**config.mk**
```make
export PLATFORM = sky130hd
export DESIGN_NAME = button_event_unit
export DESIGN_NICKNAME = d
export VERILOG_FILES = /design/src/rtl/btn_pkg.sv /design/src/rtl/btn_channel.sv /design/src/rtl/button_event_unit.sv
export SDC_FILE = /design/constraint.sdc
export NUM_CORES = 1
export LEC_CHECK = 0
export CORE_AREA = 2 2 157 159
export CTS_BUF_LIST = sky130_fd_sc_hd__clkbuf_8
export CTS_CLUSTER_SIZE = 16
export DETAILED_ROUTE_END_ITERATION = 8
export DIE_AREA = 0 0 159 161
export PLACE_DENSITY = 0.71
export SLEW_MARGIN = 10
export SYNTH_ARGS = -nofsm -noshare
export SYNTH_HDL_FRONTEND = slang
export SYNTH_HIERARCHICAL = 1
export SYNTH_SLANG_ARGS = --single-unit
```
**constraint.sdc**
```tcl
create_clock -name clk -period 3.4 [get_ports clk]
set_input_delay 0.68 -clock clk [delete_from_list [all_inputs] [get_ports clk]]
set_output_delay 0.68 -clock clk [all_outputs]
set_load 0.05 [all_outputs]
```
**src/rtl/btn_pkg.sv**
```systemverilog
// Shared types and sizing helpers for the button event unit.
// Pure declarations: no logic, no latency, no backpressure.
package btn_pkg;

  typedef enum logic [1:0] {
    BTN_IDLE    = 2'd0,
    BTN_PRESSED = 2'd1,
    BTN_HELD    = 2'd2
  } btn_state_e;

  // Bits needed to hold any value 0..max_val.
  function automatic int cnt_width(input int max_val);
    return $clog2(max_val + 1);
  endfunction

  function automatic int max_int(input int a, input int b);
    return (a > b) ? a : b;
  endfunction

endpackage

```
**src/rtl/btn_channel.sv**
```systemverilog
// One button: 2-flop synchroniser, debouncer and press/long/repeat event FSM.
// Latency: press/release pulse DEBOUNCE_CYCLES+2 edges after first sample; no backpressure.
module btn_channel
  import btn_pkg::*;
#(
  parameter int DEBOUNCE_CYCLES = 1000000,
  parameter int LONG_CYCLES     = 100000000,
  parameter int REPEAT_CYCLES   = 20000000
) (
  input  logic clk,
  input  logic rst_n,
  input  logic btn_raw_i,
  output logic level_o,
  output logic press_o,
  output logic release_o,
  output logic long_o,
  output logic repeat_o
);

  localparam int DB_W   = cnt_width(DEBOUNCE_CYCLES);
  // One counter serves both the long-press and the repeat interval.
  localparam int HOLD_W = max_int(cnt_width(LONG_CYCLES), cnt_width(REPEAT_CYCLES));

  localparam logic [DB_W-1:0]   DB_LAST   = DB_W'(DEBOUNCE_CYCLES - 1);
  localparam logic [HOLD_W-1:0] LONG_LAST = HOLD_W'(LONG_CYCLES - 1);

  logic              sync1_q, sync2_q;
  logic              level_q, level_d;
  logic [DB_W-1:0]   db_cnt_q, db_cnt_d;
  btn_state_e        state_q, state_d;
  logic [HOLD_W-1:0] hold_cnt_q, hold_cnt_d;
  logic              press_q, press_d;
  logic              release_q, release_d;
  logic              long_q, long_d;

`ifdef BTN_AUTOREPEAT_EN
  localparam logic [HOLD_W-1:0] REP_LAST = HOLD_W'(REPEAT_CYCLES - 1);
  logic repeat_q, repeat_d;
`endif

  always_comb begin
    db_cnt_d = '0;
    level_d  = level_q;
    if (sync2_q != level_q) begin
      if (db_cnt_q == DB_LAST) begin
        level_d = ~level_q;
      end else begin
        db_cnt_d = db_cnt_q + DB_W'(1);
      end
    end
  end

  // Release is checked first so a long/repeat due on the same edge is dropped.
  always_comb begin
    state_d    = state_q;
    hold_cnt_d = hold_cnt_q;
    press_d    = 1'b0;
    release_d  = 1'b0;
    long_d     = 1'b0;
`ifdef BTN_AUTOREPEAT_EN
    repeat_d   = 1'b0;
`endif
    case (state_q)
      BTN_IDLE: begin
        if (level_q) begin
          state_d    = BTN_PRESSED;
          press_d    = 1'b1;
          hold_cnt_d = '0;
        end
      end
      BTN_PRESSED: begin
        if (!level_q) begin
          state_d    = BTN_IDLE;
          release_d  = 1'b1;
          hold_cnt_d = '0;
        end else if (hold_cnt_q == LONG_LAST) begin
          state_d    = BTN_HELD;
          long_d     = 1'b1;
          hold_cnt_d = '0;
        end else begin
          hold_cnt_d = hold_cnt_q + HOLD_W'(1);
        end
      end
      BTN_HELD: begin
        if (!level_q) begin
          state_d    = BTN_IDLE;
          release_d  = 1'b1;
          hold_cnt_d = '0;
`ifdef BTN_AUTOREPEAT_EN
        end else if (hold_cnt_q == REP_LAST) begin
          repeat_d   = 1'b1;
          hold_cnt_d = '0;
        end else begin
          hold_cnt_d = hold_cnt_q + HOLD_W'(1);
`endif
        end
      end
      default: begin
        state_d    = BTN_IDLE;
        hold_cnt_d = '0;
      end
    endcase
  end

  always_ff @(posedge clk) begin
    if (!rst_n) begin
      sync1_q    <= 1'b0;
      sync2_q    <= 1'b0;
      level_q    <= 1'b0;
      db_cnt_q   <= '0;
      state_q    <= BTN_IDLE;
      hold_cnt_q <= '0;
      press_q    <= 1'b0;
      release_q  <= 1'b0;
      long_q     <= 1'b0;
    end else begin
      sync1_q    <= btn_raw_i;
      sync2_q    <= sync1_q;
      level_q    <= level_d;
      db_cnt_q   <= db_cnt_d;
      state_q    <= state_d;
      hold_cnt_q <= hold_cnt_d;
      press_q    <= press_d;
      release_q  <= release_d;
      long_q     <= long_d;
    end
  end

`ifdef BTN_AUTOREPEAT_EN
  always_ff @(posedge clk) begin
    if (!rst_n) begin
      repeat_q <= 1'b0;
    end else begin
      repeat_q <= repeat_d;
    end
  end
  assign repeat_o = repeat_q;
`else
  assign repeat_o = 1'b0;
`endif

  assign level_o   = level_q;
  assign press_o   = press_q;
  assign release_o = release_q;
  assign long_o    = long_q;

endmodule

```
**src/rtl/button_event_unit.sv**
```systemverilog
// NUM_BTN independent debounced button channels; auto-repeat enabled by BTN_AUTOREPEAT_EN.
// Latency: events DEBOUNCE_CYCLES+2 edges after first raw sample; no backpressure.
module button_event_unit #(
  parameter int NUM_BTN         = 5,
  parameter int DEBOUNCE_CYCLES = 1000000,
  parameter int LONG_CYCLES     = 100000000,
  parameter int REPEAT_CYCLES   = 20000000
) (
  input  logic               clk,
  input  logic               rst_n,
  input  logic [NUM_BTN-1:0] buttons,
  output logic [NUM_BTN-1:0] btn_level,
  output logic [NUM_BTN-1:0] btn_press,
  output logic [NUM_BTN-1:0] btn_release,
  output logic [NUM_BTN-1:0] btn_long,
  output logic [NUM_BTN-1:0] btn_repeat
);

  for (genvar gi = 0; gi < NUM_BTN; gi++) begin : g_ch
    btn_channel #(
      .DEBOUNCE_CYCLES (DEBOUNCE_CYCLES),
      .LONG_CYCLES     (LONG_CYCLES),
      .REPEAT_CYCLES   (REPEAT_CYCLES)
    ) u_ch (
      .clk       (clk),
      .rst_n     (rst_n),
      .btn_raw_i (buttons[gi]),
      .level_o   (btn_level[gi]),
      .press_o   (btn_press[gi]),
      .release_o (btn_release[gi]),
      .long_o    (btn_long[gi]),
      .repeat_o  (btn_repeat[gi])
    );
  end

endmodule

```
# After elaboration in Yosys (flattened, before gate mapping)

Index checks and enable logic that the tools add are counted.

Word-level logic and storage cells: 216
Flip-flop bits (word level): 275
Output and inout port bits: 25
Input bits: 7

$add $sub $neg: 10
Bitwise operators: 11
Reductions and logical operators: 45
Equal/unequal tests: 40
Multiplexer cells: 65

Operators with widths:

| operator              | count |
|---|---|
| $mux 27               | 20 |
| $pmux 27 s3           | 5 |
| $add 27x1->27 const B | 5 |
| $eq 27x27->1 const B  | 5 |
| $add 20x1->20 const B | 5 |
| $eq 20x20->1 const B  | 5 |
| $mux 2                | 20 |
| $reduce_and 2->1      | 20 |
| $pmux 2 s3            | 5 |
| $reduce_and 3->1      | 10 |
| $mux 1                | 15 |
| $ne 3x3->1 const B    | 5 |
| $reduce_or 3->1       | 5 |
| $not 1->1             | 11 |
| $eq 2x1->1 const B    | 5 |
| $eq 2x2->1 const B    | 5 |
| $logic_not 2->1       | 5 |
| $ne 2x1->1 const B    | 5 |
| $ne 2x2->1 const B    | 5 |
| $reduce_or 2->1       | 5 |
| $ne 1x1->1            | 5 |

# Depth between registers and ports, before layout

Depth in word-level cells: 4
Depth in mapped cells: 8

# Cells and area by module

The synthesis kept the hierarchy.

By module, submodules not included:

| module                         | area each (um^2) | cells an instance | instances |
|---|---|---|---|
| btn_channel (g_ch[0].u_ch ...) | 2,586.2          | 292               | 4 |
| btn_channel (g_ch[4].u_ch)     | 2,568.7          | 292               | 1 |

# Worst setup path after synthesis

No wires, ideal clock.

Kind: flip-flop to flip-flop
Start point: register g_ch[0].u_ch.level_q
End point: register g_ch[0].u_ch.hold_cnt_q[22]
Setup time: 0.080 ns
Path slack: 0.935 ns
Required time: 3.320 ns
Data arrival time: 2.386 ns
Cell stages (with the launch flop): 7
Cells stage by stage: dfxtp_1 buf_6 mux2_4 or4_1 buf_2 or4_1 a22oi_1

Cells in the longest elaborated chain, start to end: 2
Elaborated cells between the ends (all ways): 5

RTL lines:

| what                                            | line               | text |
|---|---|---|
| start, declared                                 | btn_channel.sv:28  | `logic level_q, level_d;` |
| start signal, assigned                          | btn_channel.sv:119 | `level_q <= level_d;` |
| $mux 27 (tied with other cells)                 | btn_channel.sv:72  | `if (!level_q) begin` |
| $pmux 27 s3 or $reduce_and 2->1 (tied branches) | n/a                |  |
| end signal, assigned                            | btn_channel.sv:122 | `hold_cnt_q <= hold_cnt_d;` |
| end, declared                                   | btn_channel.sv:31  | `logic [HOLD_W-1:0] hold_cnt_q, hold_cnt_d;` |

Parallel ways exist; a longest one is shown, timed or not.
A chain may end at the register's enable or synchronous reset.

# Worst setup path in the final report

Start point: register g_ch[1].u_ch.state_q[0]
End point: register g_ch[1].u_ch.hold_cnt_q[22]

Cells in the longest elaborated chain, start to end: 3
Elaborated cells between the ends (all ways): 7

RTL lines:

| what                                                      | line               | text |
|---|---|---|
| start, declared                                           | btn_channel.sv:30  | `btn_state_e state_q, state_d;` |
| start signal, assigned                                    | btn_channel.sv:121 | `state_q <= state_d;` |
| $eq 2x2->1 or $logic_not 2->1 (tied branches)             | btn_channel.sv:63  | `case (state_q)` |
| $ne 2x2->1 (no source line) or $ne 2x1->1 (tied branches) | n/a                |  |
| $reduce_and 2->1 (no source line)                         | n/a                |  |
| end signal, assigned                                      | btn_channel.sv:122 |  |
| end, declared                                             | btn_channel.sv:31  |  |

Parallel ways exist; a longest one is shown, timed or not.

==> metrics list <==
* Run status: finished, final reports clean
- Hold violation count in the final report: 0
* Number of clock buffers inserted by TritonCTS: 47
- Antenna Nets Post-Route: 0
- The routed design could run at a clock period as short as 2.63 ns.
- Setup total negative slack on the finished layout was measured at 0 ns.
- Routed length per instance: 13.5 um
- Buffers placed on the I/O ports in this run total 26.
- The min-delay analysis places its worst path in the category flop to flop.
- For this configuration, the core starts out at a cell density of 53.9%.
- The first global-routing pass estimated 43300 um of wire.
- Post-synthesis cell area: 0.0129 mm^2
* Post-detailed-route via-to-cell ratio: 5.76
- M3 GR Usage: 3.24%
- Global routing used 19.1% of the available tracks across all layers.
- Number of unique standard cell types used by synthesis: 45
- The synthesized design contains 275 register bits.
* Number of synthesis warnings: 6
* Filler-free cell count of the finished design: 1829
* Endpoint type of the worst setup path: flop
- Number of global-route vias before repair: 9506
* Clock-pin slew reported for the worst setup and hold paths after clock tree synthesis: 0.06 ns
- Total overflow reported by the global router: 0
* Vias: 10538
- DRC Markers: 0
- Final WS setup: 0.768 ns
- Share of async-settable or async-resettable flops after synthesis: 0%
- Highest ir drop seen on vdd: 0.404 mV
- Number of top-level design ports: 32
- Top achievable clock speed: 380 MHz
* Max-cap viol count: 0
- STA classifies the critical path startpoint as a flop.
- Post-synthesis cell type with the largest combined area: dfxtp_1
- By area the synthesized netlist is led by dfxtp_1 (43%), xor2_1 (6.4%), nand4_1 (4.0%), or4_1 (3.7%), a22oi_1 (3.5%).
- Nets@finish: 1499
- For this design the total switching power over the nets is 1.55 mW.
* Slew at the pin with the worst max-slew slack: 0.940 ns
- Number of hold buffers added after cts: 0
* Worst setup slack before clock tree synthesis: 0.791 ns
- TritonCTS built the clock tree.
* # placed instances: 1742
* Final Skew: 0.0180 ns
- CTS max path bufs: 3
* Gr busiest metal: met2
- Once detailed placement completed, the half-perimeter wirelength came to 15600 um.
- Number of H-tree levels: 2
* Unrepaired setup endpoints after global routing: no
- Internal power comes to 5.13 mW.
* Width of the die: 159 um
* Drt pass-1 iters: 8
- Global routing usage on met1: 26.1%
* Area share of the largest cell type after synthesis: 42.6%
- Yosys instantiated no cell more often than dfxtp_1.
- Per report_power, the clock group accounts for 46.5% of the total.
- At the end of routability-driven placement, the weighted congestion stood at 0.782.
* Die height: 161 um
* Root Buffer Master: clkbuf_8
* Antenna diode count: 0
- Global Route met2 Usage: 31.2%
* Power share of the sequential group: 49.2%
* Number of antenna violations at the first check in global routing: 0
- Maximum fanout along the worst path: 16
- Cell area after placement: 0.0133 mm^2
* Required time of the worst setup path: 3.86 ns
- Area enclosed by the die boundary: 0.0256 mm^2
* Post-Synthesis Net Count: 1492
- Leakage power figure: 4.71 nW
- In this run, synthesis inferred 0 flip-flops with an integrated enable.
* Number of gates resized after cts: 0
- Net switching is 23.2% of the power.
- Sequential-to-total area share from yosys stat: 42.6%
- Headroom to the max-slew limit came out at 37.2%.
* Sink count of the clock tree: 275
* Cell count after synthesis: 1460
- Setup Crit Path Kind: flop to flop
* Final setup fails: 0
* WL final: 24700 um
* Number of pins exceeding their max-slew limit in the final report: 0
* Mean post-synth cell area: 8.84 um^2
- Placeable core region: 0.0240 mm^2
* Largest net degree at the start of global routing: 30
- Layout cells sized above 1: 6.64%
- Data arrival time of the critical path: 3.09 ns
- For this design the ratio of total power to cell area is 467 mW/mm^2.
* Combinational Power Share: 4.3%
- After synthesis, the most frequently instantiated cells are dfxtp_1 (275), nor2_1 (119), xor2_1 (95), nand3_1 (88), nand4_1 (83).
* Number of cell rows: 57
* Cell area after layout: 0.0143 mm^2
- Once the clock tree was built, the setup fixing pass inserted 0 buffers.
- The first routing iteration left 641 violations.
- Counting the fill cells in the layout gives 2118.
- Relative to the synthesized area, the layout overhead comes to 10.6%.
- The worst path uses 77.4% of the clock period.
* Most frequently used flop master after synthesis: dfxtp_1
- Clk_lat worst skew: 0.56 ns
[state kept, by name, summed over array words and instances (netlist names)]
signal	count
g_ch.u_ch/sync1_q	5
g_ch.u_ch/level_o	5
g_ch.u_ch/sync2_q	5
g_ch.u_ch/long_o	5
g_ch.u_ch/hold_cnt_q	135
g_ch.u_ch/db_cnt_q	100
g_ch.u_ch/press_o	5
g_ch.u_ch/release_o	5
g_ch.u_ch/state_q	10
[metal layers]
metal | vias to the layer above | routed length (um)
li1 | 5403 | -
met1 | 4945 | 12100
met2 | 155 | 11300
met3 | 35 | 800
met4 | 0 | 368
met5 | - | 0
[layout by cell type (no fill, tap or decap), types with 53 or more instances in the layout]
cell type,synthesis,final
nand2_1,81,81
a22oi_1,60,60
nand3_1,88,88
clkbuf_8,0,62
or4_1,64,64
a21oi_1,80,80
dfxtp_1,275,275
nand4_1,83,83
xor2_1,95,95
nor2_1,119,119
or3_1,53,53
o21ai_0,54,54
[path summary, 6_finish.rpt]
| path | start | slack [ns] | end | depth (start not counted) |
|---|---|---|---|---|
| max | g_ch[1].u_ch/state_q[0] | 0.77 | g_ch[1].u_ch/hold_cnt_q[22] | 6 |
| min | g_ch[3].u_ch/sync1_q | 0.43 | g_ch[3].u_ch/sync2_q | 1 |
| max reg2reg | g_ch[1].u_ch/state_q[0] | 0.77 | g_ch[1].u_ch/hold_cnt_q[22] | 6 |
| min reg2reg | g_ch[3].u_ch/sync1_q | 0.43 | g_ch[3].u_ch/sync2_q | 1 |
[power groups by stage]
stage / combinational (mW) / clock (mW) / sequential, mW
finish: 0.288 / 3.10 / 3.28
global route: 0.321 / 3.37 / 3.29
CTS: 0.291 / 3.20 / 3.28
detailed placement: 0.291 / 0 / 3.35
global placement: 0.283 / 0 / 3.35
floorplan: 0.219 / 0 / 3.36
[worst max-delay path, cell delays in order, from the launching register on]
cell and delay, ns:
dfxtp_1 0.39, inv_1 0.08, ha_1 0.23, mux2_4 0.33, or4_1 0.76, or4_1 0.57
a22oi_1 0.16
[kinds of logic (layout without fill, tap and decap cells)]
family	Yosys count	after routing	synth area share [%]
AOI/OAI and AO/OA	264	264	12.8
xor gates and xnor gates	135	135	9.16
adders and majority gates	25	25	2.42
buffers and inverters	113	158	4.04
DFF	275	275	42.6
muxes	15	15	1.33
other	5	5	0.145
and+or+nand+nor	628	628	27.4
[stage by stage]
stage	utilization (%)	hold slack (ns)	total power, mW
finish	59.6	0.430	6.68
global route	59.6	0.439	6.98
CTS	59.6	0.436	6.78
detailed placement	55.4	0.417	3.64
global placement	55.4	0.413	3.63
floorplan	-	0.412	3.58
[area by class of cell]
type | instances | area [um^2] | share of cell area (%)
Tap cell | 324 | 405 | 2.84
Clock buffer | 62 | 853 | 5.97
Sequential cell | 275 | 5510 | 38.5
Inverter | 33 | 124 | 0.867
Multi-Input combinational cell | 1072 | 6890 | 48.2
Clock inverter | 25 | 169 | 1.18
Timing Repair Buffer | 38 | 345 | 2.42
No activity file was read; power rests on OpenSTA's default activity.
